**src/rtl/adc_spi_responder.sv**
```systemverilog
// SPI responder emulating the PmodDPG1 12-bit ADC: CPOL=0, MSB first, 4 zeros then DATA_W data bits.
// Define ADC_SPI_RESP_FIFO_EN to replace the single holding register with a FIFO_DEPTH-entry FIFO.
module adc_spi_responder #(
    parameter int DATA_W      = 12,
    parameter int SYNC_STAGES = 2,
    parameter int FIFO_DEPTH  = 4
) (
    input  logic              clk,
    input  logic              rst_n,
    input  logic              sclk,
    input  logic              cs_n,
    output logic              miso,
    input  logic [DATA_W-1:0] sample_in,
    input  logic              sample_valid,
    output logic              sample_ready,
    output logic              frame_done,
    output logic              frame_abort,
    output logic              underrun
);
    localparam int FRAME_W = DATA_W + 4;
    localparam int CNT_W   = $clog2(FRAME_W + 1);

    typedef enum logic [1:0] {
        IDLE    = 2'd0,
        SHIFT   = 2'd1,
        WAIT_CS = 2'd2
    } state_t;

    if (SYNC_STAGES < 2 || FIFO_DEPTH < 2 || (FIFO_DEPTH & (FIFO_DEPTH - 1)) != 0) begin : g_param_check
        $error("adc_spi_responder: SYNC_STAGES must be >= 2, FIFO_DEPTH a power of 2 >= 2");
    end

    // ------------------------------------------------------------------
    // Synchronizers and edge detection on the asynchronous SPI inputs
    // ------------------------------------------------------------------
    logic [SYNC_STAGES-1:0] sclk_sync, cs_sync;
    logic                   sclk_prev, cs_prev;
    logic                   sclk_rise, sclk_fall, cs_rise, cs_fall;

    // NOTE: sequential state uses <= so every flop samples the pre-edge value of its neighbours.
    always_ff @(posedge clk or negedge rst_n) begin
        if (!rst_n) begin
            sclk_sync <= '0;
            cs_sync   <= '0;
            sclk_prev <= 1'b0;
            cs_prev   <= 1'b0;
        end else begin
            sclk_sync <= {sclk_sync[SYNC_STAGES-2:0], sclk};
            cs_sync   <= {cs_sync[SYNC_STAGES-2:0], cs_n};
            sclk_prev <= sclk_sync[SYNC_STAGES-1];
            cs_prev   <= cs_sync[SYNC_STAGES-1];
        end
    end

    assign sclk_rise =  sclk_sync[SYNC_STAGES-1] & ~sclk_prev;
    assign sclk_fall = ~sclk_sync[SYNC_STAGES-1] &  sclk_prev;
    assign cs_rise   =  cs_sync[SYNC_STAGES-1]   & ~cs_prev;
    assign cs_fall   = ~cs_sync[SYNC_STAGES-1]   &  cs_prev;

    // ------------------------------------------------------------------
    // Sample buffer
    // ------------------------------------------------------------------
    logic              buf_empty;
    logic [DATA_W-1:0] buf_head;
    logic              accept, load, pop, store;

    assign accept = sample_valid & sample_ready;
    assign pop    = load & ~buf_empty;
    // A sample bypassed straight into the shift register is not also stored.
    assign store  = accept & ~(load & buf_empty);

`ifdef ADC_SPI_RESP_FIFO_EN
    localparam int PTR_W  = $clog2(FIFO_DEPTH);
    localparam int CNT_FW = PTR_W + 1;

    logic [DATA_W-1:0] mem [FIFO_DEPTH];
    logic [PTR_W-1:0]  wr_ptr, rd_ptr;
    logic [CNT_FW-1:0] count;

    // NOTE: the storage array has no reset; count gates every read, so stale entries are never used.
    always_ff @(posedge clk) begin
        if (store) begin
            mem[wr_ptr] <= sample_in;
        end
    end

    always_ff @(posedge clk or negedge rst_n) begin
        if (!rst_n) begin
            wr_ptr <= '0;
            rd_ptr <= '0;
            count  <= '0;
        end else begin
            if (store) begin
                wr_ptr <= wr_ptr + 1'b1;
            end
            if (pop) begin
                rd_ptr <= rd_ptr + 1'b1;
            end
            count <= count + CNT_FW'(store) - CNT_FW'(pop);
        end
    end

    assign sample_ready = (count < CNT_FW'(FIFO_DEPTH));
    assign buf_empty    = (count == '0);
    assign buf_head     = mem[rd_ptr];
`else
    logic              buf_valid;
    logic [DATA_W-1:0] buf_data;

    always_ff @(posedge clk or negedge rst_n) begin
        if (!rst_n) begin
            buf_valid <= 1'b0;
            buf_data  <= '0;
        end else begin
            if (pop) begin
                buf_valid <= 1'b0;
            end
            if (store) begin
                buf_valid <= 1'b1;
                buf_data  <= sample_in;
            end
        end
    end

    assign sample_ready = ~buf_valid;
    assign buf_empty    = ~buf_valid;
    assign buf_head     = buf_data;
`endif

    // ------------------------------------------------------------------
    // Frame FSM
    // ------------------------------------------------------------------
    state_t             state, state_next;
    logic [FRAME_W-1:0] shift, shift_next;
    logic [CNT_W-1:0]   rise_cnt, cnt_next;
    logic [DATA_W-1:0]  last_sample, load_sample;
    logic               miso_next, done_next, abort_next, underrun_next;

    always_ff @(posedge clk or negedge rst_n) begin
        if (!rst_n) begin
            state       <= IDLE;
            shift       <= '0;
            rise_cnt    <= '0;
            last_sample <= '0;
            miso        <= 1'b0;
            frame_done  <= 1'b0;
            frame_abort <= 1'b0;
            underrun    <= 1'b0;
        end else begin
            state       <= state_next;
            shift       <= shift_next;
            rise_cnt    <= cnt_next;
            miso        <= miso_next;
            frame_done  <= done_next;
            frame_abort <= abort_next;
            underrun    <= underrun_next;
            if (load) begin
                last_sample <= load_sample;
            end
        end
    end

    // NOTE: every output of this block gets a default first, so no path can infer a latch.
    always_comb begin
        state_next    = state;
        shift_next    = shift;
        cnt_next      = rise_cnt;
        load          = 1'b0;
        load_sample   = buf_head;
        done_next     = 1'b0;
        abort_next    = 1'b0;
        underrun_next = 1'b0;

        case (state)
            IDLE: begin
                if (cs_fall) begin
                    load = 1'b1;
                    if (!buf_empty) begin
                        load_sample = buf_head;
                    end else if (accept) begin
                        load_sample = sample_in;
                    end else begin
                        load_sample   = last_sample;
                        underrun_next = 1'b1;
                    end
                    shift_next = {4'b0000, load_sample};
                    cnt_next   = '0;
                    state_next = SHIFT;
                end
            end
            SHIFT: begin
                // cs_n has priority over an sclk edge detected in the same cycle.
                if (cs_rise) begin
                    abort_next = 1'b1;
                    state_next = IDLE;
                end else begin
                    if (sclk_fall) begin
                        shift_next = {shift[FRAME_W-2:0], 1'b0};
                    end
                    if (sclk_rise) begin
                        cnt_next = rise_cnt + 1'b1;
                        if (rise_cnt == CNT_W'(FRAME_W - 1)) begin
                            done_next  = 1'b1;
                            state_next = WAIT_CS;
                        end
                    end
                end
            end
            WAIT_CS: begin
                if (cs_rise) begin
                    state_next = IDLE;
                end
            end
            default: begin
                state_next = IDLE;
            end
        endcase

        miso_next = (state == SHIFT) ? shift[FRAME_W-1] : 1'b0;
    end

endmodule

```
**config.mk**
```make
export PLATFORM = sky130hd
export DESIGN_NAME = adc_spi_responder
export DESIGN_NICKNAME = d
export VERILOG_FILES = /design/src/rtl/adc_spi_responder.sv
export SDC_FILE = /design/constraint.sdc
export NUM_CORES = 1
export LEC_CHECK = 0
export ABC_AREA = 1
export CAP_MARGIN = 20
export CORE_MARGIN = 5
export CORE_UTILIZATION = 35
export DETAILED_ROUTE_END_ITERATION = 8
export GPL_TIMING_DRIVEN = 0
export MAX_ROUTING_LAYER = met4
export PLACE_DENSITY = 0.6
export SKIP_LAST_GASP = 1
export SLEW_MARGIN = 40
export SYNTH_ARGS = -nofsm -noshare
export SYNTH_HDL_FRONTEND = slang
export SYNTH_SLANG_ARGS = --single-unit
export TNS_END_PERCENT = 30
```
**constraint.sdc**
```tcl
create_clock -name clk -period 1.24 [get_ports clk]
set_input_delay 0.248 -clock clk [delete_from_list [all_inputs] [get_ports clk]]
set_output_delay 0.248 -clock clk [all_outputs]
set_load 0.01 [all_outputs]
```
==> results.sh <==
export IMPL_violations="setup timing"
export IMPL_drive_above_1_share_pct=24.3
export IMPL_first_global_vias=2174
export IMPL_critPathLaunch="buf_valid"
export IMPL_fin_ws_ns=-0.105
export IMPL_p_clk_share_pct=28.5
export IMPL_wl_met3_um=169
export IMPL_dp_final_hpwl_mm=4.16
export IMPL_crit_type="reg -> out"
export IMPL_portBuffers=21
export IMPL_cp_max_fo=8
export IMPL_dieWidth_um=97.8
export IMPL_fin_total_pwr_w=0.00639
export IMPL_cts_root_buf="clkbuf_8"
export IMPL_fmax_mhz=744
export IMPL_synth_area_leaders="dfrtp_1 (54%), nand2_1 (15%), nand3_1 (7.1%), nand4_1 (5.3%), o21a_1 (3.1%)"
export IMPL_synth_top_area_share_pct=53.8
export IMPL_async_flop_share_pct=100
export IMPL_ys_warn_count=0
export IMPL_place_area_um2=3050
export IMPL_stdcell_area_um2=3580
export IMPL_drv_slew=0
export IMPL_numCtsBuffers=9
export IMPL_top_layer="met4"
export IMPL_antenna_found_initial=0
export IMPL_maxSlewHeadroom_pct=81.3
export IMPL_fin_skew_ns=0.0103
export IMPL_dr_wl_met2_mm=2.88
export IMPL_met1_length_mm=2.98
export IMPL_arrival_ns=1.10
export IMPL_grt_max_degree=42
export IMPL_netlist_top_cells_count="nand2_1 (111), dfrtp_1 (58), nand3_1 (38)"
export IMPL_cts_buffer_depth=2
export IMPL_fillCellCount=751
export IMPL_synth_top_family_by_area="simple AND/OR/NAND/NOR gates"
export IMPL_setup_viol=40
export IMPL_synthCells=320
export IMPL_synth_compound_area_share_pct=4.36
export IMPL_power_leakage_nw=1.72
export IMPL_drv_cap=0
export IMPL_power_density_nw_per_um2=1790
export IMPL_ys_flop_type="dfrtp_1"
export IMPL_core_um2=7610
export IMPL_die_h_um=97.8
export IMPL_peakVddDrop_v=0.000678
export IMPL_grt_pass1_wl_mm=10.3
export IMPL_status="finished with violations"
export IMPL_wl_mm=6.13
export IMPL_worst_endpoint_required_ns=0.99
export IMPL_grt_ovfl_total=0
export IMPL_timing_rr_start="state[0]"
export IMPL_synth_xor_area_share_pct=0
export IMPL_rsz0062_at_grt="yes"
export IMPL_dp_slack_ns=-0.411
export IMPL_place_congestion=0.832
export IMPL_synth_nets=339
export IMPL_final_nets=393
export IMPL_p_int_w=0.00438
export IMPL_h_tree_depth=3
export IMPL_tightest_slew_ns=0.278
export IMPL_dieArea_um2=9560
export IMPL_synth_seq_cells=58
export IMPL_post_synth_top_count_cell="nand2_1"
export IMPL_route_detailed_drc=0
export IMPL_area_growth_pct=32.7
export IMPL_fin_crit_ns=1.34
export IMPL_muxShareOfSynthArea_pct=0
export IMPL_power_switching_w=0.00200
export IMPL_track_usage_pct=13.6
export IMPL_final_hold_viol_count=0
export IMPL_cp_end_kind="output port"
export IMPL_cts_sink_count=58
export IMPL_ys_types=21
export IMPL_p_sw_share_pct=31.4
export IMPL_clk_latency_ns=0.34
export IMPL_period_share_pct=108
export IMPL_vias=2307
export IMPL_drt_initial_drc_count=114
export IMPL_netlist_area_um2=2700
export IMPL_start_kind="register"
export IMPL_drt_wirelength_per_cell_um=12.8
export IMPL_clk_pin_slew_ns=0.06
export IMPL_p_seq_share_pct=43.3
export IMPL_antennaDiodeCount=0
export IMPL_final_antenna_net_count=0
export IMPL_start_util_pct=35.4
export IMPL_via_per_inst=4.81
export IMPL_std_cell_rows=32
export IMPL_hold_class="in -> async"
export IMPL_syn_area_per_cell_um2=8.43
export IMPL_synth_edff_count=0
export IMPL_first_pass_iters=4
export IMPL_ioPinCount=22
export IMPL_synthDominantAreaCellType="dfrtp_1"
export IMPL_cts_tree="yes"
export IMPL_ys_seq_area_share_pct=53.8
export IMPL_synthAdderAreaFrac_pct=0.928
export IMPL_synth_simple_gate_area_share_pct=34.7
export IMPL_combPwrFrac_pct=28.2
==> critical path, cell delays in order, from the launching register on <==
cell     delay [ns]
dfrtp_2        0.43
inv_2          0.08
buf_6          0.12
buf_2          0.14
==> metrics by stage <==
step / TNS, ns / instances / utilization [%] / hold slack [ns]
6_report: -2.88 / 480 / 47.0 / 0.327
5_1_grt: -6.35 / 480 / 47.0 / 0.352
4_1_cts: -4.39 / 469 / 44.4 / 0.335
3_5_place_dp: -12.39 / 444 / 40.1 / 0.136
3_3_place_gp: -128.71 / 443 / 39.9 / 0.334
2_1_floorplan: 0 / 320 / - / -0.0476
==> cell type report <==
cell class	count	area [µm²]	share of cell area, %
multi-input cells	228	1170	32.6
well taps	102	128	3.57
repair buffers	44	420	11.8
clock buffers	13	169	4.72
clock inverters	2	35.0	0.979
inverters	18	67.6	1.89
flip-flops and latches	58	1450	40.6
plain buffers	15	138	3.85
==> placed cells by master (no fill, tap or decap) <==
cell,netlist,routed
clkinv_2,0,1
nand3_1,38,34
nand2_4,0,1
ha_1,2,2
clkbuf_8,0,13
inv_1,16,13
clkdlybuf4s50_1,0,15
buf_2,9,5
o21ai_1,0,3
nand2_1,111,103
o21ai_4,0,1
buf_8,0,1
nor3_2,1,1
nor2_2,1,2
buf_12,0,2
o21ai_0,7,3
dfrtp_2,0,1
nor3b_1,1,1
nand2_2,1,8
clkbuf_16,0,1
buf_4,3,20
dfrtp_1,58,57
o21a_1,11,11
nand4_1,23,23
nor2_1,20,15
dlygate4sd2_1,0,4
inv_2,2,5
dlygate4sd3_1,0,1
or2_2,11,11
clkbuf_4,0,2
buf_6,2,7
clkbuf_1,1,1
nor2_4,1,5
nand3_2,0,4
bufinv_16,0,1
==> kinds of logic (layout without fill, tap and decap cells) <==
kind of cell | after synthesis | in the layout
flip-flops | 58 | 58
AND/OR/NAND/NOR | 208 | 208
AO/OA/AOI/OAI | 18 | 18
adder cells (fa/ha/maj) | 2 | 2
buffers and inverters | 34 | 92
==> power by group through the flow <==
stage	logic, W	registers (W)	clock network, W
finish	0.00180	0.00277	0.00182
global route	0.00203	0.00283	0.00193
CTS	0.00161	0.00276	0.00185
detailed placement	0.00151	0.00278	0
global placement	0.00146	0.00277	0
floorplan	0.00113	0.00270	0
==> routing by layer <==
metal | vias up | global-route usage [%]
met5 | - | -
met4 | 0 | 6.50
met3 | 6 | 2.71
met2 | 41 | 19.9
met1 | 1104 | 18.0
li1 | 1156 | -
==> sequential cells by signal, summed over array words and instances, names as in the netlist <==
register and count:
buf_data 12, buf_valid 1, cs_prev 1, cs_sync 2
frame_abort 1, frame_done 1, last_sample 12, miso 1
rise_cnt 5, sclk_prev 1, sclk_sync 2, shift 16
state 2, underrun 1
==> what timing repair did <==
action	in CTS	in global routing
hold endpoints to repair	17	0
cloned	1	1
hold buffers	1	0
pin swaps	2	5
setup endpoints to repair	49	51
buffers inserted	9	10
gates resized for setup	25	32
==> final timing paths <==
| check | depth (start not counted) | slack, ns | end |
|---|---|---|---|
| worst max-delay path | 3 | -0.10 | sample_ready |
| worst min-delay path | 2 | 0.33 | rise_cnt[0] |
| worst max register to register | 8 | -0.10 | shift[1] |
| worst min register to register | 0 | 0.35 | cs_sync[1] |
| max in group asynchronous | 3 | 0.40 | buf_valid |
| min in group clk | 0 | 0.35 | cs_sync[1] |
(Power assumes the default switching activity.)
